$ cat src/rtl/uart_rx_oversampled.sv
// UART receiver with 16x oversampling: 2-flop line synchronizer, mid-bit sampling,
// registered frame-done pulse, data word and stop-bit framing error.
module uart_rx_oversampled #(
    parameter int unsigned DBIT    = 8,
    parameter int unsigned SB_TICK = 16
) (
    input  logic            clk,
    input  logic            reset,
    input  logic            rx,
    input  logic            s_tick,
    output logic            rx_done_tick,
    output logic [DBIT-1:0] dout,
    output logic            frame_err
);

    localparam int unsigned NW = (DBIT > 1) ? $clog2(DBIT) : 1;
    // Tick counter must reach SB_TICK-1, which exceeds 4 bits for 1.5/2 stop bits
    localparam int unsigned SW = ($clog2(SB_TICK) > 4) ? $clog2(SB_TICK) : 4;

    typedef enum logic [1:0] {
        IDLE  = 2'd0,
        START = 2'd1,
        DATA  = 2'd2,
        STOP  = 2'd3
    } state_t;

    state_t          r_state;
    logic [SW-1:0]   r_s;
    logic [NW-1:0]   r_n;
    logic [DBIT-1:0] r_b;
    logic            r_rx_meta;
    logic            r_rx_s;

    state_t          w_state_next;
    logic [SW-1:0]   w_s_next;
    logic [NW-1:0]   w_n_next;
    logic [DBIT-1:0] w_b_next;
    logic [DBIT-1:0] w_dout_next;
    logic            w_ferr_next;
    logic            w_done_next;

    // Line synchronizer; idles high so reset does not look like a start bit
    always_ff @(posedge clk or posedge reset) begin
        if (reset) begin
            r_rx_meta <= 1'b1;
            r_rx_s    <= 1'b1;
        end else begin
            r_rx_meta <= rx;
            r_rx_s    <= r_rx_meta;
        end
    end

    always_ff @(posedge clk or posedge reset) begin
        if (reset) begin
            r_state      <= IDLE;
            r_s          <= '0;
            r_n          <= '0;
            r_b          <= '0;
            dout         <= '0;
            frame_err    <= 1'b0;
            rx_done_tick <= 1'b0;
        end else begin
            r_state      <= w_state_next;
            r_s          <= w_s_next;
            r_n          <= w_n_next;
            r_b          <= w_b_next;
            dout         <= w_dout_next;
            frame_err    <= w_ferr_next;
            rx_done_tick <= w_done_next;
        end
    end

    always_comb begin
        w_state_next = r_state;
        w_s_next     = r_s;
        w_n_next     = r_n;
        w_b_next     = r_b;
        w_dout_next  = dout;
        w_ferr_next  = frame_err;
        w_done_next  = 1'b0;

        case (r_state)
            IDLE: begin
                // Start edge is taken without waiting for a tick
                if (!r_rx_s) begin
                    w_state_next = START;
                    w_s_next     = '0;
                end
            end
            START: begin
                if (s_tick) begin
                    if (r_s == SW'(7)) begin
                        if (!r_rx_s) begin
                            w_state_next = DATA;
                            w_s_next     = '0;
                            w_n_next     = '0;
                        end else begin
                            w_state_next = IDLE;
                        end
                    end else begin
                        w_s_next = r_s + SW'(1);
                    end
                end
            end
            DATA: begin
                if (s_tick) begin
                    if (r_s == SW'(15)) begin
                        w_s_next = '0;
                        w_b_next = DBIT'({r_rx_s, r_b} >> 1);
                        if (r_n == NW'(DBIT - 1)) begin
                            w_state_next = STOP;
                        end else begin
                            w_n_next = r_n + NW'(1);
                        end
                    end else begin
                        w_s_next = r_s + SW'(1);
                    end
                end
            end
            STOP: begin
                if (s_tick) begin
                    if (r_s == SW'(SB_TICK - 1)) begin
                        w_state_next = IDLE;
                        w_dout_next  = r_b;
                        w_ferr_next  = ~r_rx_s;
                        w_done_next  = 1'b1;
                    end else begin
                        w_s_next = r_s + SW'(1);
                    end
                end
            end
            default: begin
                w_state_next = IDLE;
            end
        endcase
    end

endmodule

$ cat config.mk
export PLATFORM = sky130hd
export DESIGN_NAME = uart_rx_oversampled
export DESIGN_NICKNAME = d
export VERILOG_FILES = /design/src/rtl/uart_rx_oversampled.sv
export SDC_FILE = /design/constraint.sdc
export NUM_CORES = 1
export LEC_CHECK = 0
export CAP_MARGIN = 20
export CORE_MARGIN = 10
export CORE_UTILIZATION = 50
export CTS_CLUSTER_DIAMETER = 100
export DETAILED_ROUTE_END_ITERATION = 6
export PLACE_DENSITY = 0.72
export SYNTH_ARGS = -nofsm -noshare
export SYNTH_HDL_FRONTEND = slang
export SYNTH_SLANG_ARGS = --single-unit
$ cat constraint.sdc
create_clock -name clk -period 2 [get_ports clk]
set_input_delay 0.4 -clock clk [delete_from_list [all_inputs] [get_ports clk]]
set_output_delay 0.4 -clock clk [all_outputs]
set_load 0.005 [all_outputs]
==> results.py <==
metrics = {
    "detailed_routing": {
        "via_count": 827,
        "final_antenna_net_count": 0,
        "drc_errors": 0,
        "viasPerCell": 5.51,
        "wl_mm": 2.23,
        "drt-initial-drc-count": 50,
        "wl_per_cell_um": 14.8,
        "dr.pass1.iters": 4,
    },
    "run": {
        "max-cap-violations": 0,
    },
    "setup_path": {
        "path_cells": "ha_1 > nand4_2 > nor3b_2 > buf_4 > mux2_2",
        "worstPathRequired_ns": 2.20,
        "timing_worst_setup_path_type": "reg -> reg",
        "crit_path_max_fanout": 9,
        "crit_slowest_cell": "dfrtp_1",
        "end_kind": "register",
        "worst-path-buf-inv": 1,
        "critical_path.top_delay_family": "flip-flops",
        "crit_path_start_kind": "register",
        "worstPathArrival_ns": 1.96,
        "crit_path_max_incr_delay_ns": 0.39,
    },
    "logic_synthesis": {
        "synth_seq_cells": 29,
        "synth_edf_count": 0,
        "synthFlopType": "dfrtp_1",
        "syn_area_mm2": 0.00129,
        "syn_avg_cell_area_um2": 13.0,
        "async_flop_share_pct": 100,
        "synth_nets": 106,
        "ys.warnings.count": 0,
        "yosysUniqueCellTypes": 32,
        "seq_area_frac_synth_pct": 56.5,
        "synth_cells": 99,
    },
    "timing": {
        "fin_setup_tns_ns": 0,
        "finalHoldViolCount": 0,
        "setup_viol": 0,
        "min_period_ns": 1.75,
        "worst_slew_pin_slew_ns": 0.367,
        "rsz0062_at_grt": "no",
        "fmax_mhz": 570,
        "worst_clock_skew_ns": 0.00458,
        "slew-limit-headroom_pct": 75.5,
        "slew_violations": 0,
        "period_share_pct": 87.7,
    },
    "floorplan": {
        "die_y_um": 70.8,
        "rows": 18,
        "start_util_pct": 52.1,
        "dieArea_mm2": 0.00501,
        "boundaryPins": 14,
        "core_area_mm2": 0.00248,
        "chipWidth_um": 70.8,
    },
    "placed_design": {
        "gp_congestion": 0.810,
        "portBuffers": 13,
        "dpl.hpwl_mm": 1.54,
        "dp.cells": 142,
    },
    "clock_tree": {
        "clk_latency_ns": 0.32,
        "ctsResizeCount": 0,
        "cts_buffer_depth": 2,
        "numCtsBuffers": 5,
        "holdBufCountCts": 0,
        "htree_levels": 2,
        "cts_tree": "yes",
        "clk_pin_slew_worst_paths_ns": 0.09,
        "post-cts-setup-buffers": 0,
        "root_buffer": "clkbuf_4",
        "numClockSinks": 29,
    },
    "finish": {
        "syn2layout_area_growth_pct": 18.2,
        "layout.nets": 126,
        "fin_cells": 150,
        "drive_gt1_share_pct": 27.5,
        "antennaDiodeCount": 0,
    },
    "pwr": {
        "peakVddDrop_uv": 633,
        "powerDensity_mw_per_mm2": 912,
        "power_leakage_uw": 0.000729,
    },
    "outcome": {
        "outcome": "finished, final reports clean",
    },
    "min_path": {
        "hold_class": "reg -> reg",
    },
    "global_routing": {
        "grt_max_degree": 30,
        "overflow": 0,
        "track_usage_pct": 10.2,
        "grt_pass1_wl_mm": 4.15,
        "antenna_found_initial": 0,
        "grt_pass1_vias": 926,
    },
}
[flip-flops by register name, indices dropped and copies added (netlist names), named ones only]
register / flops
dout: 8
r_s: 4
frame_err: 1
r_rx_meta: 1
r_state: 1
r_rx_s: 1
r_b: 8
rx_done_tick: 1
r_n: 3
[metal layers]
metal | GRT usage, % | wire length (um)
met2 | 15.1 | 995
met1 | 11.7 | 1050
met4 | 5.81 | 51
met3 | 5.02 | 126
met5 | 0 | 0
[worst paths after layout]
check,slack [ns],startpoint,end,depth (start not counted)
max in group asynchronous,1.24,reset,r_rx_meta$_DFF_PP1_,3
max reg2reg,0.25,r_s[0]$_DFFE_PP0P_,r_b[3]$_DFFE_PP0P_,5
min reg2reg,0.36,r_rx_meta$_DFF_PP1_,r_rx_s$_DFF_PP1_,0
min in group asynchronous,0.45,reset,r_b[5]$_DFFE_PP0P_,3
min,0.36,r_rx_meta$_DFF_PP1_,r_rx_s$_DFF_PP1_,0
max,0.25,r_s[0]$_DFFE_PP0P_,r_b[3]$_DFFE_PP0P_,5
[where the power goes]
part,internal [uW],switching [uW]
Sequential,652,115
Clock,140,188
Combinational,156,140
[synthesized netlist by cell type (all sizes together), types with 2 or more instances]
| master | count | area [um2] |
|---|---|---|
| a31oi | 2 | 12.5 |
| dfrtp | 27 | 676 |
| and3b | 2 | 17.5 |
| nor2 | 3 | 13.8 |
| nand3 | 3 | 15.0 |
| nand4 | 3 | 25.0 |
| o21ai | 3 | 15.0 |
| nor3 | 4 | 20.0 |
| mux2 | 19 | 214 |
| ha | 3 | 37.5 |
| dfstp | 2 | 52.6 |
| o21a | 2 | 15.0 |
| nand2 | 3 | 11.3 |
| inv | 4 | 15.0 |
| buf | 5 | 31.3 |
| mux2i | 2 | 20.0 |
[layout by cell type, fill, tap and decap left out, types with 4 or more instances in the layout]
cell / count
clkdlybuf4s50_1: 13
dfrtp_1: 27
nor3_1: 4
buf_4: 4
mux2_2: 17
clkbuf_4: 5
inv_1: 4
[stage by stage]
stage	hold WS [ns]	setup WS (ns)	cell area, um2	total power, uW	util [%]
3_5_place_dp	0.347	0.0182	1480	1080	59.6
2_1_floorplan	0.345	0.311	1290	995	-
4_1_cts	0.359	0.232	1530	1400	61.6
3_3_place_gp	0.346	0.0212	1480	1060	59.6
5_1_grt	0.365	0.118	1530	1490	61.6
6_report	0.358	0.246	1530	1390	61.6
[cells by family (layout without fill, tap and decap cells)]
family / count (synthesis) / count (layout) / synth area share (%)
and+or+nand+nor: 23 / 23 / 11.0
xor gates and xnor gates: 1 / 1 / 0.679
buffers and inverters: 9 / 30 / 3.59
muxes: 21 / 21 / 18.1
AOI/OAI and AO/OA: 13 / 13 / 7.27
adders and majority gates: 3 / 3 / 2.91
DFF: 29 / 29 / 56.5
[area by class of cell]
cell class,count,area [um2]
clock buffers,8,48.8
inverters,4,15.0
fillers,211,952
flip-flops and latches,29,728
multi-input cells,61,515
repair buffers,18,180
well taps,30,37.5
[worst reg2reg max path, cell delays in order (launching register included)]
cell and delay [ns]:
dfrtp_1 0.39, ha_1 0.31, nand4_2 0.15, nor3b_2 0.23, buf_4 0.21, mux2_2 0.35
(Power assumes the default switching activity.)
